**src/rtl/rr_stream_mux.sv**
```systemverilog
// rr_stream_mux: N-input, W-bit registered stream multiplexer.
// A combinational arbiter picks one valid producer per cycle and loads its
// word into a single output register under valid/ready flow control.
// Build option: define RR_STREAM_MUX_FIXED_PRIO_EN for fixed lowest-index
// priority.  Without it (the default) the arbiter is round-robin.
//
// Handshake: a word moves on any channel in a cycle where both valid and
// ready are high at the rising edge of clk.  The block never withdraws a
// ready it has raised within a cycle.  Producers keep in_data stable while
// in_valid is high and they have not been granted.
module rr_stream_mux #(
   parameter int INS   = 5,
   parameter int WIDTH = 8,
   parameter int SELW  = $clog2(INS)
) (
   input  logic                 clk,
   input  logic                 reset,
   input  logic [INS*WIDTH-1:0] in_data,
   input  logic [INS-1:0]       in_valid,
   output logic [INS-1:0]       in_ready,
   output logic [WIDTH-1:0]     out_data,
   output logic [SELW-1:0]      out_sel,
   output logic                 out_valid,
   input  logic                 out_ready
);

   logic [WIDTH-1:0] out_data_q;
   logic [SELW-1:0]  out_sel_q;
   logic             out_valid_q;

   logic             can_load;
   logic             grant_found;
   logic [SELW-1:0]  grant_idx;
   logic             take;

`ifndef RR_STREAM_MUX_FIXED_PRIO_EN
   logic [SELW-1:0]  last_grant_q;

   // Channel index 'off' positions after 'base', wrapping at INS-1 back to 0.
   function automatic logic [SELW-1:0] wrap_idx(input logic [SELW-1:0] base,
                                                input int              off);
      int s;
      s = int'(base) + off;
      if (s >= INS) s = s - INS;
      return SELW'(s);
   endfunction
`endif

   // The stage accepts a new word when it is empty or draining this cycle.
   assign can_load = !out_valid_q || out_ready;

`ifdef RR_STREAM_MUX_FIXED_PRIO_EN
   // Fixed priority: scan from the top down so the lowest valid index wins.
   always_comb begin
      grant_found = 1'b0;
      grant_idx   = '0;
      for (int i = INS - 1; i >= 0; i--) begin
         if (in_valid[i]) begin
            grant_found = 1'b1;
            grant_idx   = SELW'(i);
         end
      end
   end
`else
   // Round-robin: scan offsets INS..1 from the last grant so the smallest
   // offset with a valid channel is the one left standing.
   always_comb begin
      grant_found = 1'b0;
      grant_idx   = '0;
      for (int i = INS; i >= 1; i--) begin
         if (in_valid[wrap_idx(last_grant_q, i)]) begin
            grant_found = 1'b1;
            grant_idx   = wrap_idx(last_grant_q, i);
         end
      end
   end
`endif

   assign take = grant_found && can_load;

   // Ready is one-hot on the granted channel, and only when the stage can load.
   always_comb begin
      in_ready = '0;
      if (take) in_ready[grant_idx] = 1'b1;
   end

   // Output register: load on an input transfer, clear valid on a bare drain.
   always_ff @(posedge clk) begin
      if (reset) begin
         out_valid_q <= 1'b0;
         out_data_q  <= '0;
         out_sel_q   <= '0;
      end else if (take) begin
         out_valid_q <= 1'b1;
         out_data_q  <= in_data[int'(grant_idx)*WIDTH +: WIDTH];
         out_sel_q   <= grant_idx;
      end else if (out_valid_q && out_ready) begin
         out_valid_q <= 1'b0;
      end
   end

`ifndef RR_STREAM_MUX_FIXED_PRIO_EN
   // Last-grant pointer moves only on an input transfer; reset makes ch0 first.
   always_ff @(posedge clk) begin
      if (reset) begin
         last_grant_q <= SELW'(INS - 1);
      end else if (take) begin
         last_grant_q <= grant_idx;
      end
   end
`endif

   assign out_data  = out_data_q;
   assign out_sel   = out_sel_q;
   assign out_valid = out_valid_q;

endmodule
```
**config.mk**
```make
export PLATFORM = sky130hd
export DESIGN_NAME = rr_stream_mux
export DESIGN_NICKNAME = d
export VERILOG_FILES = /design/src/rtl/rr_stream_mux.sv
export SDC_FILE = /design/constraint.sdc
export NUM_CORES = 1
export LEC_CHECK = 0
export BUFFER_PORTS_ARGS = -buffer_cell sky130_fd_sc_hd__clkbuf_2
export CORE_MARGIN = 2
export CORE_UTILIZATION = 33
export DETAILED_ROUTE_END_ITERATION = 10
export PLACE_DENSITY_LB_ADDON = 0.08
export SYNTH_ARGS = -nofsm -noshare
export SYNTH_HDL_FRONTEND = slang
export SYNTH_SLANG_ARGS = --single-unit
```
**constraint.sdc**
```tcl
create_clock -name clk -period 6.85 [get_ports clk]
set_clock_uncertainty 0.15 [all_clocks]
set_input_delay 0.3425 -clock clk [delete_from_list [all_inputs] [get_ports clk]]
set_output_delay 0.3425 -clock clk [all_outputs]
set_load 0.02 [all_outputs]
```
=== Word level (Yosys, flattened, before mapping) ===
Index checks and enable logic that the tools add are counted.

* Multipliers: 0
* Bitwise operators: 0
* Shifts and indexed selects: 1
* Divide/modulo/power cells: 0
* Mux-type cells: 30
* Equality and inequality tests: 0
* Reduce and logical (&&, ||, !) cells: 6
* Add/sub/neg operators: 10
* Magnitude comparators: 12

{| class="wikitable"
|+ Operators by type and width
! kind !! number
|-
| 40-bit by 7-bit indexed part select with 8-bit output || 1
|-
| 3-bit two-way mux || 10
|-
| 3-bit by 4-bit less-than comparator with 1-bit output (second input constant) || 6
|-
| 4-bit by 3-bit >= comparator with 1-bit output (second input constant) || 5
|-
| 1-bit binary-select mux with 3-bit select || 5
|-
| 3-bit subtractor (second input constant) || 5
|-
| 1-bit two-way mux || 13
|-
| 3-bit by 2-bit adder with 4-bit output (second input constant) || 2
|-
| 3-bit by 3-bit adder with 4-bit output (second input constant) || 2
|-
| 5-bit two-way mux || 1
|-
| 3-bit by 1-bit adder with 4-bit output (second input constant) || 1
|-
| 1-bit demux with 3-bit select || 1
|-
| 3-bit by 1-bit >= comparator with 1-bit output (second input constant) || 1
|-
| 1-bit logical AND || 3
|-
| 2-bit nonzero test || 1
|-
| 1-bit logical NOT || 1
|-
| 1-bit logical OR || 1
|}

* Word-level logic and storage cells: 63
* Memories kept: 0
* Output and inout bits: 17
* Latch bits: 0
* Flip-flop bits (word level): 15
* Memory bits (read-only): 0
* Memory bits (writable): 0

=== Depth between registers and ports, before layout ===
Gate-level depths: netlist of the first run.

* Depth in word-level cells: 15
* Depth in mapped cells: 14
* Depth with buffers taken out: 13

=== Worst setup path after synthesis of the first run ===
No wires, ideal clock.

* Kind: flip-flop to output port
* Start point: register out_sel[1] (netlist name)
* End point: output in_ready[1]
* Stages on the path, launching flop included: 13
* Arrival time: 3.509 ns
* Path buffers: 2
* Slack: 2.848 ns
* Cell sequence: dfxtp_1 > inv_1 > ha_1 > buf_6 > or2b_4 > o22ai_1 > o22a_1 > or4_4 > mux2_1 > a311o_1 > and2_1 > buf_2 > nor4_2

{| class="wikitable"
|+ RTL lines
! element !! line !! RTL
|-
| to (decl) || 20 || <nowiki>output logic [INS-1:0] in_ready,</nowiki>
|}

==> run_results.csv, run 1 <==
group,metric,value,unit
critical_path,critPathLaunchType,"register",
floorplanning,dieHeight,86.5,µm
clocking,cts_tree,"built",
finish,fillers,727,
place,place_area,0.00255,mm²
yosys,synth_top_area_share,0.116,
yosys,ys_ff_latch,13,
timing,hold_viol_final,0,
timing,timing.final.max_slew_violations,0,
clocking,numCtsBuffers,3,
yosys,synth-main-ff-cell,"dfxtp_1",
floorplanning,start_util,0.336,
timing,rsz0062_at_grt,"false",
critical_path,critical_path_class,"reg -> out",
floorplanning,core,0.00668,mm²
global_routing,grtUsageTotal,0.178,
yosys,yosys.area.top_type,"dfxtp_1",
clocking,cts_sinks,13,
floorplanning,dieArea,0.00749,mm²
timing,fin_crit_sh,0.760,
critical_path,worstSetupEndpointType,"output pin",
yosys,synth_edf_count,0,
global_routing,grt_max_degree,36,
finish,design_area,0.00259,mm²
place,hpwl,4980,µm
yosys,ys_types,80,
clocking,post-cts-setup-buffer-count,0,
yosys,netlist_top_cells_area,"dfxtp_1 (12%), ha_1 (6.1%), a21boi_0 (5.3%)",
critical_path,critPathBufInv,2,
timing,slew_headroom,0.466,
detailed_routing,drcViolationCount,0,
detailed_routing,viasPerCell,5.66,
place,place.gp.congestion,0.832,
yosys,synth_area,0.00225,mm²
finish,nNetsFinal,388,
critical_path,critical_path.max_stage_delay,900,ps
detailed_routing,routed_wl,6810,µm
timing,setup_viol,0,
clocking,clkLatencyLatePin,240,ps
job,max_cap_viol_count,0,
outcome,status,"complete, no violations",
detailed_routing,ant_nets,0,
finish,syn_to_final_growth,15.5,%
detailed_routing,dr.pass1.iters,4,
yosys,syn_nets,341,
critical_path,crit_required,6360,ps
timing,finalCriticalPeriod,5200,ps
global_routing,grt_pass1_vias,2071,
detailed_routing,dr_total_vias,2304,
finish,drive_above_1_share,0.309,
clocking,clkTransAtPathRegs,60,ps
clocking,clock_tree.buffer_depth,2,
detailed_routing,avgRoutedWirePerCell,16.7,µm
global_routing,antenna_found_initial,0,
timing,fin_tns_setup,0,ps
clocking,cts_hold_buf,0,
yosys,synth-seq-area-share,0.116,
critical_path,slowest_stage,"ha_1",
worst_hold_path,min-delay-path-class,"in -> reg",
yosys,synth_commonest_cells,"o21ai_0 (23), and3_1 (17), a21boi_0 (16)",
place,port_buffers,64,
yosys,netlist_instances,281,
clocking,cts_root_buffer,"clkbuf_8",
floorplanning,die_w,86.5,µm
floorplanning,rows,30,
critical_path,critPathTopFamily,"compound AO/OA/AOI/OAI gates",
timing,max_freq,192,MHz
yosys,ys_warn_count,0,
yosys,avgSynthCellArea,8.00,µm²
critical_path,worstPathCellList,"inv_1 > ha_1 > mux2_2 > o22ai_1 > o22a_1 > or4_4 > o211a_1 > a211o_1 > and2_1 > nor4_2 > clkbuf_2",
floorplanning,io_pins,65,
critical_path,cp.arrival,4710,ps
timing,worst_pin_slew,800,ps
clocking,h-tree-depth,1,
yosys,async_flop_share,0,
finish,antenna_cells,0,
yosys,synth_most_common_cell,"o21ai_0",
global_routing,grt_pass1_wl,10700,µm
clocking,ctsResizeCount,0,
detailed_routing,drtIter0Drc,130,
global_routing,grt_overflow_total,0,
critical_path,critical_path.max_fanout,34,
[worst reg2reg max path: cells and delay by family (launching register included)]
| kind | cells | cell delay [ps] |
|---|---|---|
| multiplexers | 1 | 290 |
| buffers and inverters | 1 | 320 |
| flip-flops | 1 | 670 |
| AND/OR/NAND/NOR | 3 | 960 |
| AO/OA/AOI/OAI | 5 | 1370 |
| adder cells (fa/ha/maj) | 1 | 900 |
[layout make-up]
type                    count  area [µm²]  share of cell area
clock buffers               4        45.0              0.0174
well taps                  80         100              0.0386
flip-flops and latches     13         260               0.100
repair buffers             69         358               0.138
inverters                   6        22.5             0.00868
multi-input cells         235        1810               0.697
[worst paths after layout]
check	from	end	slack (ps)	cells after the start
hold / removal	in_data[39]	out_data[7]	250	3
setup reg to reg	out_sel[1]	last_grant_q[2]	2080	11
setup / recovery	out_sel[1]	in_ready[1]	1650	11
hold reg to reg	out_data[4]	out_data[4]	360	2
[registers in the layout (all words and copies together), names as in the netlist]
signal,cells
out_sel,3
last_grant_q,1
out_data,8
out_valid,1
[cells by family (layout without fill, tap and decap cells)]
family | after synthesis | after routing | share of synthesized area
compound gates | 116 | 116 | 0.369
simple gates | 84 | 84 | 0.244
buf+inv | 33 | 79 | 0.0791
mux | 17 | 17 | 0.0946
flops | 13 | 13 | 0.116
fa+ha+maj | 12 | 12 | 0.0702
xor+xnor | 6 | 6 | 0.0267
[cells in the final DEF (no fill, tap or decap), types with 6 or more instances in the layout]
cell       n
a21oi_1   15
a211oi_1   6
dfxtp_1   13
and2_1     8
nor2b_1    6
a21boi_0  16
and3_1    17
clkbuf_2  64
mux2i_1    6
nor2_1     7
o21bai_1   9
o21ai_0   23
nand2_1    9
mux2_2     6
a31oi_1    8
ha_1      11
[per-stage QoR]
stage                     setup WS, ps  hold slack [ps]  utilization  std cells
final                             1650              252        0.388        407
after global routing              1330              258        0.388        407
after CTS                         1660              250        0.388        407
after detailed placement          1950              358        0.382        403
after global placement            2080              362        0.382        403
after floorplan                   2850              358            -        281
[metal layers]
| layer | global-route usage | wire length (µm) |
|---|---|---|
| met4 | 0.0170 | 43 |
| met2 | 0.292 | 3350 |
| met1 | 0.257 | 3200 |
| met5 | 0 | 0 |
| met3 | 0.0248 | 217 |
Power of run 1 is left out: the tool's default activity adds up to more than one toggle a clock period on the data nets, which glitch-free logic cannot reach.
==> run 2: changes to the inputs <==
==> constraint.sdc (replaced) <==
create_clock -name clk -period 4.95 [get_ports clk]
set_clock_uncertainty 0.15 [all_clocks]
set_input_delay 0.2475 -clock clk [delete_from_list [all_inputs] [get_ports clk]]
set_output_delay 0.2475 -clock clk [all_outputs]
set_load 0.02 [all_outputs]
==> run 2 against run 1 <==
  * Count of clock-buffer cells in the layout did not move
  * Via count fell by 0.35%
  * Final area rose by 1.2%
  * Largest cell class unchanged
  * First-iteration DRC count fell by 23%
  * Sequential share of layout area fell by 0.11 points
==> run_results.csv, run 2 (synthesized netlist as in run 1, its figures left out) <==
group,metric,value,unit
outcome,status,"complete, no violations",
finish,syn_to_final_growth,16.8,%
place,place.gp.congestion,0.782,
timing,max_freq,230,MHz
clocking,cts_tree,"built",
clocking,cts_root_buffer,"clkbuf_8",
timing,setup_viol,0,
critical_path,critical_path.max_fanout,15,
clocking,ctsResizeCount,0,
clocking,h-tree-depth,1,
clocking,post-cts-setup-buffer-count,0,
detailed_routing,viasPerCell,5.59,
timing,timing.final.max_slew_violations,0,
clocking,clkLatencyLatePin,250,ps
critical_path,cp.arrival,3950,ps
worst_hold_path,holdPathEnd,"out_data[5]",
worst_hold_path,min_path_cells,3,
job,max_cap_viol_count,0,
floorplanning,io_pins,65,
finish,design_area,0.00263,mm²
critical_path,regToRegEndpoint,"last_grant_q[2]",
worst_hold_path,min-delay-path-class,"in -> reg",
timing,finalCriticalPeriod,4350,ps
critical_path,critical_path_class,"reg -> out",
floorplanning,core,0.00668,mm²
global_routing,grt_pass1_wl,10400,µm
global_routing,grt_overflow_total,0,
finish,drive_above_1_share,0.317,
detailed_routing,drtIter0Drc,100,
timing,hold_viol_final,0,
global_routing,grtUsageTotal,0.173,
timing,fin_crit_sh,0.878,
floorplanning,dieHeight,86.5,µm
finish,antenna_cells,0,
clocking,cts_hold_buf,0,
finish,largest_register_ffs,8,
floorplanning,dieArea,0.00749,mm²
timing,slew_headroom,0.580,
global_routing,grt_use_met2,0.284,
global_routing,gr-usage-met1,0.238,
finish,nNetsFinal,392,
global_routing,grt_pass1_vias,2141,
finish,final_cell_mix,"clkbuf_2 (64), o21ai_0 (23), and3_1 (17), a21boi_0 (16), a21oi_1 (15)",
critical_path,worstSetupEndpointType,"output pin",
clocking,clock_tree.buffer_depth,2,
critical_path,worstRegToRegCells,11,
critical_path,critPathLaunchType,"register",
place,place_area,0.00258,mm²
global_routing,antenna_found_initial,0,
detailed_routing,dr.pass1.iters,4,
timing,fin_tns_setup,0,ps
place,port_buffers,64,
timing,rsz0062_at_grt,"false",
clocking,clkTransAtPathRegs,60,ps
critical_path,ff2ff_setup_slack,1000,ps
place,hpwl,4860,µm
detailed_routing,drcViolationCount,0,
timing,worst_pin_slew,630,ps
finish,layout_commonest_cell,"clkbuf_2",
detailed_routing,ant_nets,0,
global_routing,grt_max_degree,35,
floorplanning,start_util,0.336,
clocking,cts_sinks,13,
critical_path,crit_required,4550,ps
critical_path,rr_startpoint,"last_grant_q[2]",
global_routing,met3_usage,0.0295,
detailed_routing,routed_wl,6420,µm
worst_hold_path,hold_start,"in_data[37]",
global_routing,grt_most_used_layer,"met2",
detailed_routing,dr_total_vias,2296,
clocking,numCtsBuffers,3,
floorplanning,die_w,86.5,µm
detailed_routing,avgRoutedWirePerCell,15.6,µm
floorplanning,rows,30,
## run 2: metrics by stage
| step | cells | util | hold slack (ps) | setup WS [ps] |
|---|---|---|---|---|
| detailed placement | 407 | 0.386 | 358 | 847 |
| global route | 411 | 0.393 | 169 | 369 |
| global placement | 407 | 0.386 | 358 | 863 |
| CTS | 411 | 0.393 | 144 | 565 |
| floorplan | 281 | - | 263 | 1040 |
| finish | 411 | 0.393 | 145 | 603 |
## run 2: worst max path at each step
stage | endpoint | startpoint | slack (ps)
6_report | in_ready[1] | out_sel[1] | 600
5_1_grt | in_ready[1] | out_sel[1] | 370
4_1_cts | in_ready[1] | out_sel[1] | 560
3_5_place_dp | in_ready[1] | out_sel[1] | 850
3_3_place_gp | in_ready[1] | out_sel[1] | 860
2_1_floorplan | in_ready[1] | out_sel[1] | 1040
## run 2: per-layer routing
metal / wire length (µm) / vias up
met5: 0 / -
met4: 92 / 0
met3: 245 / 9
met2: 3020 / 48
met1: 3060 / 1063
li1: - / 1176
## run 2: area by class of cell
class	instances	area, µm²
timing repair buffer	73	388
inverter	6	22.5
clock buffer	4	45.0
sequential	13	260
fill	705	4060
tap	80	100
multi-input combinational	235	1810
## run 2: critical path, stage by stage (launching register included)
cell and delay, ps:
dfxtp_1 330, inv_1 170, ha_1 750, mux2_2 270
o22ai_1 70, o22a_1 240, or4_4 450, mux2_1 320
a311o_1 290, and2_1 310, nor4_2 300, clkbuf_2 200
Power of run 2 is left out for the same reason.
